**src/rtl/img_capture_packer.sv**
```systemverilog
// Frame-capture engine: arms on a start request, waits for a frame start and packs
// IMG_PIXELS pixels into PIX_PER_WORD-lane memory words. Optional macro: IMGCAP_CONTINUOUS_EN.
module img_capture_packer #(
  parameter int PIX_W        = 16,
  parameter int PIX_PER_WORD = 16,
  parameter int IMG_PIXELS   = 784,
  parameter int ADDR_W       = 7
) (
  input  logic                          pxlclk,
  input  logic                          rst,
  input  logic                          iEnable,
  input  logic                          iStart,
  input  logic                          iFVAL,
  input  logic                          iDVAL,
  input  logic [PIX_W-1:0]              iDATA,
  output logic                          oDmem_wren,
  output logic [ADDR_W-1:0]             oDmem_addr,
  output logic [PIX_W*PIX_PER_WORD-1:0] oDmem_data,
  output logic [1:0]                    oState,
  output logic                          oBusy,
  output logic                          oDone,
  output logic                          oFrameErr,
  output logic                          frame_val
);

  localparam int WORD_W = PIX_W * PIX_PER_WORD;
  localparam int CNT_W  = $clog2(IMG_PIXELS + 1);
  localparam int LANE_W = (PIX_PER_WORD > 1) ? $clog2(PIX_PER_WORD) : 1;
  localparam logic [CNT_W-1:0]  LAST_PIX  = CNT_W'(IMG_PIXELS - 1);
  localparam logic [LANE_W-1:0] LAST_LANE = LANE_W'(PIX_PER_WORD - 1);

  typedef enum logic [1:0] {IDLE = 2'd0, ARM = 2'd1, CAPTURE = 2'd2, DONE = 2'd3} state_t;

  state_t              state;
  logic                fval_q, dval_q, start_q, fval_q_d, start_q_d;
  logic [PIX_W-1:0]    data_q;
  logic [CNT_W-1:0]    pxl_cnt;
  logic [LANE_W-1:0]   lane_idx;
  logic [ADDR_W-1:0]   word_idx;
  logic [WORD_W-1:0]   buf_q;
  logic [WORD_W-1:0]   word_next;
  logic                start_rise, fval_rise, last_pix, last_lane;

  always_ff @(posedge pxlclk or posedge rst) begin
    if (rst) begin
      fval_q    <= 1'b0;
      dval_q    <= 1'b0;
      start_q   <= 1'b0;
      data_q    <= '0;
      fval_q_d  <= 1'b0;
      start_q_d <= 1'b0;
    end else begin
      // NOTE: non-blocking everywhere here so every register samples the pre-edge values.
      fval_q    <= iFVAL;
      dval_q    <= iDVAL;
      start_q   <= iStart;
      data_q    <= iDATA;
      fval_q_d  <= fval_q;
      start_q_d <= start_q;
    end
  end

  assign start_rise = start_q & ~start_q_d;
  assign fval_rise  = fval_q & ~fval_q_d;
  assign last_pix   = (pxl_cnt == LAST_PIX);
  assign last_lane  = (lane_idx == LAST_LANE);
  assign frame_val  = fval_q;
  assign oState     = state;

  // Lanes above lane_idx are still zero in the buffer, so OR-ing the new pixel in also pads.
  always_comb begin
    // NOTE: default assignment first so no path through this block can infer a latch.
    word_next = buf_q;
    word_next = word_next | (WORD_W'(data_q) << (lane_idx * PIX_W));
  end

  always_ff @(posedge pxlclk or posedge rst) begin
    if (rst) begin
      state      <= IDLE;
      pxl_cnt    <= '0;
      lane_idx   <= '0;
      word_idx   <= '0;
      // NOTE: the working buffer is reset too, since zero lanes double as the padding.
      buf_q      <= '0;
      oDmem_wren <= 1'b0;
      oDmem_addr <= '0;
      oDmem_data <= '0;
      oBusy      <= 1'b0;
      oDone      <= 1'b0;
      oFrameErr  <= 1'b0;
    end else begin
      oDmem_wren <= 1'b0;
      oDone      <= 1'b0;
      oFrameErr  <= 1'b0;
      if (state != CAPTURE) begin
        pxl_cnt  <= '0;
        lane_idx <= '0;
        word_idx <= '0;
        buf_q    <= '0;
      end
      case (state)
        IDLE: begin
          if (iEnable && start_rise) begin
            state <= ARM;
            oBusy <= 1'b1;
          end
        end
        ARM: begin
          if (!iEnable) begin
            state <= IDLE;
            oBusy <= 1'b0;
          end else if (fval_rise) begin
            state <= CAPTURE;
          end
        end
        CAPTURE: begin
          if (!iEnable) begin
            state <= IDLE;
            oBusy <= 1'b0;
          end else if (dval_q && (fval_q || last_pix)) begin
            pxl_cnt <= pxl_cnt + CNT_W'(1);
            if (last_lane || last_pix) begin
              oDmem_data <= word_next;
              oDmem_addr <= word_idx;
              oDmem_wren <= 1'b1;
              word_idx   <= word_idx + ADDR_W'(1);
              buf_q      <= '0;
              lane_idx   <= '0;
            end else begin
              buf_q    <= word_next;
              lane_idx <= lane_idx + LANE_W'(1);
            end
            if (last_pix) begin
              state <= DONE;
              oBusy <= 1'b0;
            end
          end else if (!fval_q) begin
            // Truncated frame: drop the partial word and retry on the next frame.
            state     <= ARM;
            oFrameErr <= 1'b1;
            pxl_cnt   <= '0;
            lane_idx  <= '0;
            word_idx  <= '0;
            buf_q     <= '0;
          end
        end
        DONE: begin
          oDone <= 1'b1;
`ifdef IMGCAP_CONTINUOUS_EN
          if (iEnable) begin
            state <= ARM;
            oBusy <= 1'b1;
          end else begin
            state <= IDLE;
          end
`else
          state <= IDLE;
`endif
        end
        default: state <= IDLE;
      endcase
    end
  end

endmodule

```
**config.mk**
```make
export PLATFORM = sky130hd
export DESIGN_NAME = img_capture_packer
export DESIGN_NICKNAME = d
export VERILOG_FILES = /design/src/rtl/img_capture_packer.sv
export SDC_FILE = /design/constraint.sdc
export NUM_CORES = 2
export LEC_CHECK = 0
export ABC_CLOCK_PERIOD_IN_PS = 52100
export CAP_MARGIN = 20
export CORE_MARGIN = 10
export CORE_UTILIZATION = 35
export DETAILED_ROUTE_END_ITERATION = 8
export PLACE_DENSITY = 0.52
export SYNTH_ARGS = -nofsm -noshare
export SYNTH_HDL_FRONTEND = slang
export SYNTH_SLANG_ARGS = --single-unit
```
**constraint.sdc**
```tcl
create_clock -name pxlclk -period 52.1 [get_ports pxlclk]
set_clock_uncertainty 0.15 [all_clocks]
set_input_delay 13.025 -clock pxlclk [delete_from_list [all_inputs] [get_ports pxlclk]]
set_output_delay 13.025 -clock pxlclk [all_outputs]
set_load 0.1 [all_outputs]
```
**After elaboration in Yosys (flattened, before gate mapping)**

Cells that the tools add are included.

- Register bits after elaboration: 567
- Input port bits: 22
- Word-level logic and storage cells: 94
- Output and inout bits: 270

- Bitwise operators: 5
- Reductions and logical operators: 9
- Equality and inequality tests: 13
- Mux-type cells: 46
- $add $sub $neg: 3
- Shift-type cells: 1

Operators by type and width:

| cell | count |
|---|---|
| 2-to-1 mux 256 bit | 6 |
| bitwise OR 256 bit | 1 |
| << shifter 16 x 8 -> 256 bit | 1 |
| 2-to-1 mux 10 bit | 5 |
| 2-to-1 mux 7 bit | 6 |
| 2-to-1 mux 4 bit | 6 |
| 2-to-1 mux 1 bit | 14 |
| 2-to-1 mux 2 bit | 7 |
| adder 10 x 1 -> 10 bit (second input constant) | 1 |
| == test 10 bit (second input constant) | 1 |
| inequality test 3 bit (second input constant) | 3 |
| inequality test 4 bit (second input constant) | 2 |
| one-hot mux 2 bit (4 select lines) | 1 |
| AND reduction 4 bit | 2 |
| adder 7 x 1 -> 7 bit (second input constant) | 1 |
| inequality test 2 bit (second input constant) | 3 |
| AND reduction 5 bit | 1 |
| adder 4 x 1 -> 4 bit (second input constant) | 1 |
| == test 2 bit (second input constant) | 2 |
| == test 4 bit (second input constant) | 1 |
| one-hot mux 1 bit (3 select lines) | 1 |
| nonzero test 3 bit | 1 |
| bitwise AND 1 bit | 2 |
| == test 2 x 1 -> 1 bit (second input constant) | 1 |
| other kinds (4) | 7 |

**Longest topological paths before layout**

- Depth after elaboration: 6
- Depth in mapped cells: 9
- Depth with buffers taken out: 6

**Least setup slack after synthesis**

OpenSTA, ideal clock, no wires.

- Path type: input to register
- Start point: in iEnable
- End point: reg buf_q[226]
- Stages: 4
- Arrival time: 14.210 ns
- Setup time: 0.068 ns
- Slack: 37.671 ns
- Buffers on the path: 1
- Required time: 51.882 ns
- Path through: clkbuf_1 -> nand4_1 -> nor3_1 -> a32o_1

- Longest elaborated chain between the ends: 2

RTL lines:

| what | RTL line | RTL |
|---|---|---|
| from (decl) | 11 | `input logic iEnable,` |
| 2-to-1 mux 256 bit | 117 | `if (!iEnable) begin` |
| 2-to-1 mux 256 bit | 101 | `case (state)` |
| to (signal assigned) | 130 | `buf_q <= word_next;` |
| to (decl) | 40 | `logic [WORD_W-1:0] buf_q;` |

No other way between the ends.
A chain may end at the register's enable or synchronous reset.

**Worst setup path in the final report**

- Start point: in iEnable
- End point: reg oDmem_data[208]

- Longest elaborated chain between the ends: 1

RTL lines:

| what | RTL line | RTL |
|---|---|---|
| AND reduction 4 bit (no line) | - |  |
| to (signal assigned) | 123 | `oDmem_data <= word_next;` |
| to (decl) | 18 | `output logic [PIX_W*PIX_PER_WORD-1:0] oDmem_data,` |

No other way between the ends.

==> reports/qor.yml <==
routing:
  first_pass_iters: 5
  viasPerCell: 5.575
  ant_nets: 0
  wl_met2_um: 35760
  met3_length_um: 6021
  avgRoutedWirePerCell_um: 24.99
  num_vias: 17610
  drtIter0Drc: 1428
  top_layer: "met4"
  wl_met1_um: 35340
  drt_drc_violations_left: 0
  drt-total-wl_um: 78920
floorplanning:
  core_sq_um: 67400
  num_rows: 95
  initial_utilization: 0.3536
  pin_count: 292
  dieArea_sq_um: 78930
  die_w_um: 281.0
  die_h_um: 281.0
sta:
  final.min_clock_period_ns: 17.10
  finalSetupViolCount: 0
  drv_slew: 0
  max_freq_mhz: 58.47
  hold_violations: 0
  timing.hold.ws_ns: 0.2319
  maxSlewHeadroom: 0.2024
  tightest_slew_ns: 1.193
  post-route-period-util: 0.3283
  rsz0062_at_grt: "false"
  tns_ns: 0
  setup_slack_ns: 35.00
worst_setup_path:
  crit_type: "in -> reg"
  cp-start-kind: "primary input"
  path_max_fanout: 69
  crit_required_ns: 52.46
  crit_arrival_ns: 17.46
  endpoint_kind: "flip-flop"
grt:
  grt_pass1_wl_um: 119900
  grt_pass1_vias: 17830
  gr-total-overflow: 0
  antenna_found_initial: 0
  grt_usage: 0.1970
  grt_start_max_net_pins: 123
layout:
  final_util: 0.4356
  syn_to_final_growth_pct: 23.19
  layout.nets: 2267
  instances_no_fill: 3158
  drive_gt1_frac: 0.09413
cts:
  cts_tree: "built"
  clockBufferDepth: 3
  clk_pin_slew_ns: 0.06
  cts-root-buf: "clkbuf_16"
  clk_latency_ns: 0.64
  cts_hold_buf: 0
  htree_levels: 2
  post-cts-setup-buffers: 0
  cts_num_sinks: 567
  cts.repair.resized: 0
  numCtsBuffers: 61
placed_design:
  dp.cells: 3044
  port_buffers: 291
  dpl_worst_slack_ns: 34.35
  dpl.hpwl_um: 52970
  place_congestion: 0.8906
yosys:
  yosysMostFrequentCell: "dfrtp_1"
  ys_ff_latch: 567
  syn_avg_cell_area_sq_um: 11.65
  yosys-top-cells-area: "dfrtp_1 (60%), a21oi_1 (5.8%), mux2_1 (5.7%)"
  synthFlopType: "dfrtp_1"
  synth_top_area_cell: "dfrtp_1"
  synth-edff-count: 0
  synth.distinct_cells: 63
  synth_nets: 2075
  synth_top_cells_by_count: "dfrtp_1 (567), a21oi_1 (276), nor2_1 (159), a31oi_1 (134), o21bai_1 (126)"
  synth_cells: 2045
  ys_warn_count: 0
  post-synth-top-area-fraction: 0.5953
  async_flop_share: 1.000
  syn_area_sq_um: 23830
  seq_area_frac_synth: 0.5953
pwr:
  peakVddDrop_uv: 29.68
  leakage_uw: 0.01307
  powerDensity_nw_per_um2: 32.04
flow_run:
  maxCapViolations: 0
worst_hold_path:
  hp-class: "reg -> reg"
status:
  outcome: "complete, no violations"
per-stage QoR:
stage                     total power, uW  instance area, sq um
final                               940.8                 29360
after floorplan                     495.4                 23830
after CTS                           950.2                 29300
after detailed placement            516.3                 27300
after global placement              515.9                 27240
after global routing                973.9                 29360
cell type report:
| class | instances | area [sq um] |
|---|---|---|
| diodes | 1 | 2.502 |
| well taps | 873 | 1092 |
| repair buffers | 334 | 3306 |
| fillers | 6230 | 38040 |
| clock buffers | 96 | 1849 |
| flip-flops and latches | 567 | 14190 |
| multi-input cells | 1259 | 8711 |
| clock inverters | 14 | 150.1 |
| inverters | 14 | 60.06 |
state kept, by name, summed over array words and instances, names as in the netlist:
register,flops
data_q,16
oDmem_wren,1
oBusy,1
word_idx,7
frame_val,1
oFrameErr,1
lane_idx,4
buf_q,256
start_q,1
pxl_cnt,10
oDmem_data,256
fval_q_d,1
start_q_d,1
oState,2
dval_q,1
oDone,1
oDmem_addr,7
power by group:
part           internal, uW  leakage [uW]  total [uW]  switching, uW
Clock                   252      0.000991         432            180
Combinational          11.3       0.00423        61.6           50.3
Sequential              443       0.00785         447           4.06
path summary, 6_finish.rpt:
kind | from | endpoint | slack (ns) | cells past startpoint
min in group asynchronous | rst | buf_q[165] | 12.79 | 2
worst min-delay path | start_q | start_q_d | 0.23 | 0
worst max-delay path | iEnable | oDmem_data[208] | 35.00 | 7
worst min register to register | start_q | start_q_d | 0.23 | 0
worst max register to register | oState[0] | oDmem_data[208] | 46.90 | 8
max in group asynchronous | rst | data_q[10] | 35.66 | 7
logic make-up after synthesis:
logic type	after synthesis	share of synthesized area
buf+inv	219	0.04268
mux	183	0.08615
flops	567	0.5953
simple gates	333	0.06730
compound gates	733	0.2036
xor+xnor	2	0.0007351
fa+ha+maj	8	0.004200
layout by cell type (no fill, tap or decap), types with 57 or more instances in the layout:
cell / count
a21oi_1: 276
a31oi_1: 133
clkbuf_16: 62
clkdlybuf4s50_1: 291
dfrtp_1: 566
mux2_1: 120
mux2_2: 57
nor2_1: 155
o21bai_1: 126
o2bb2ai_1: 90
per-layer routing:
layer / track usage / up-vias
li1: - / 7832
met1: 0.2747 / 9111
met2: 0.3018 / 570
met3: 0.04959 / 92
met4: 0.04880 / 0
met5: 0 / -
worst max-delay path, stage by stage:
cell             delay (ns)
clkdlybuf4s50_1        0.76
nand3_1                0.31
a21oi_4                0.55
buf_4                  0.57
buf_4                  0.84
buf_4                  0.82
mux2_2                 0.42
Power figures use the tool's default switching activity.
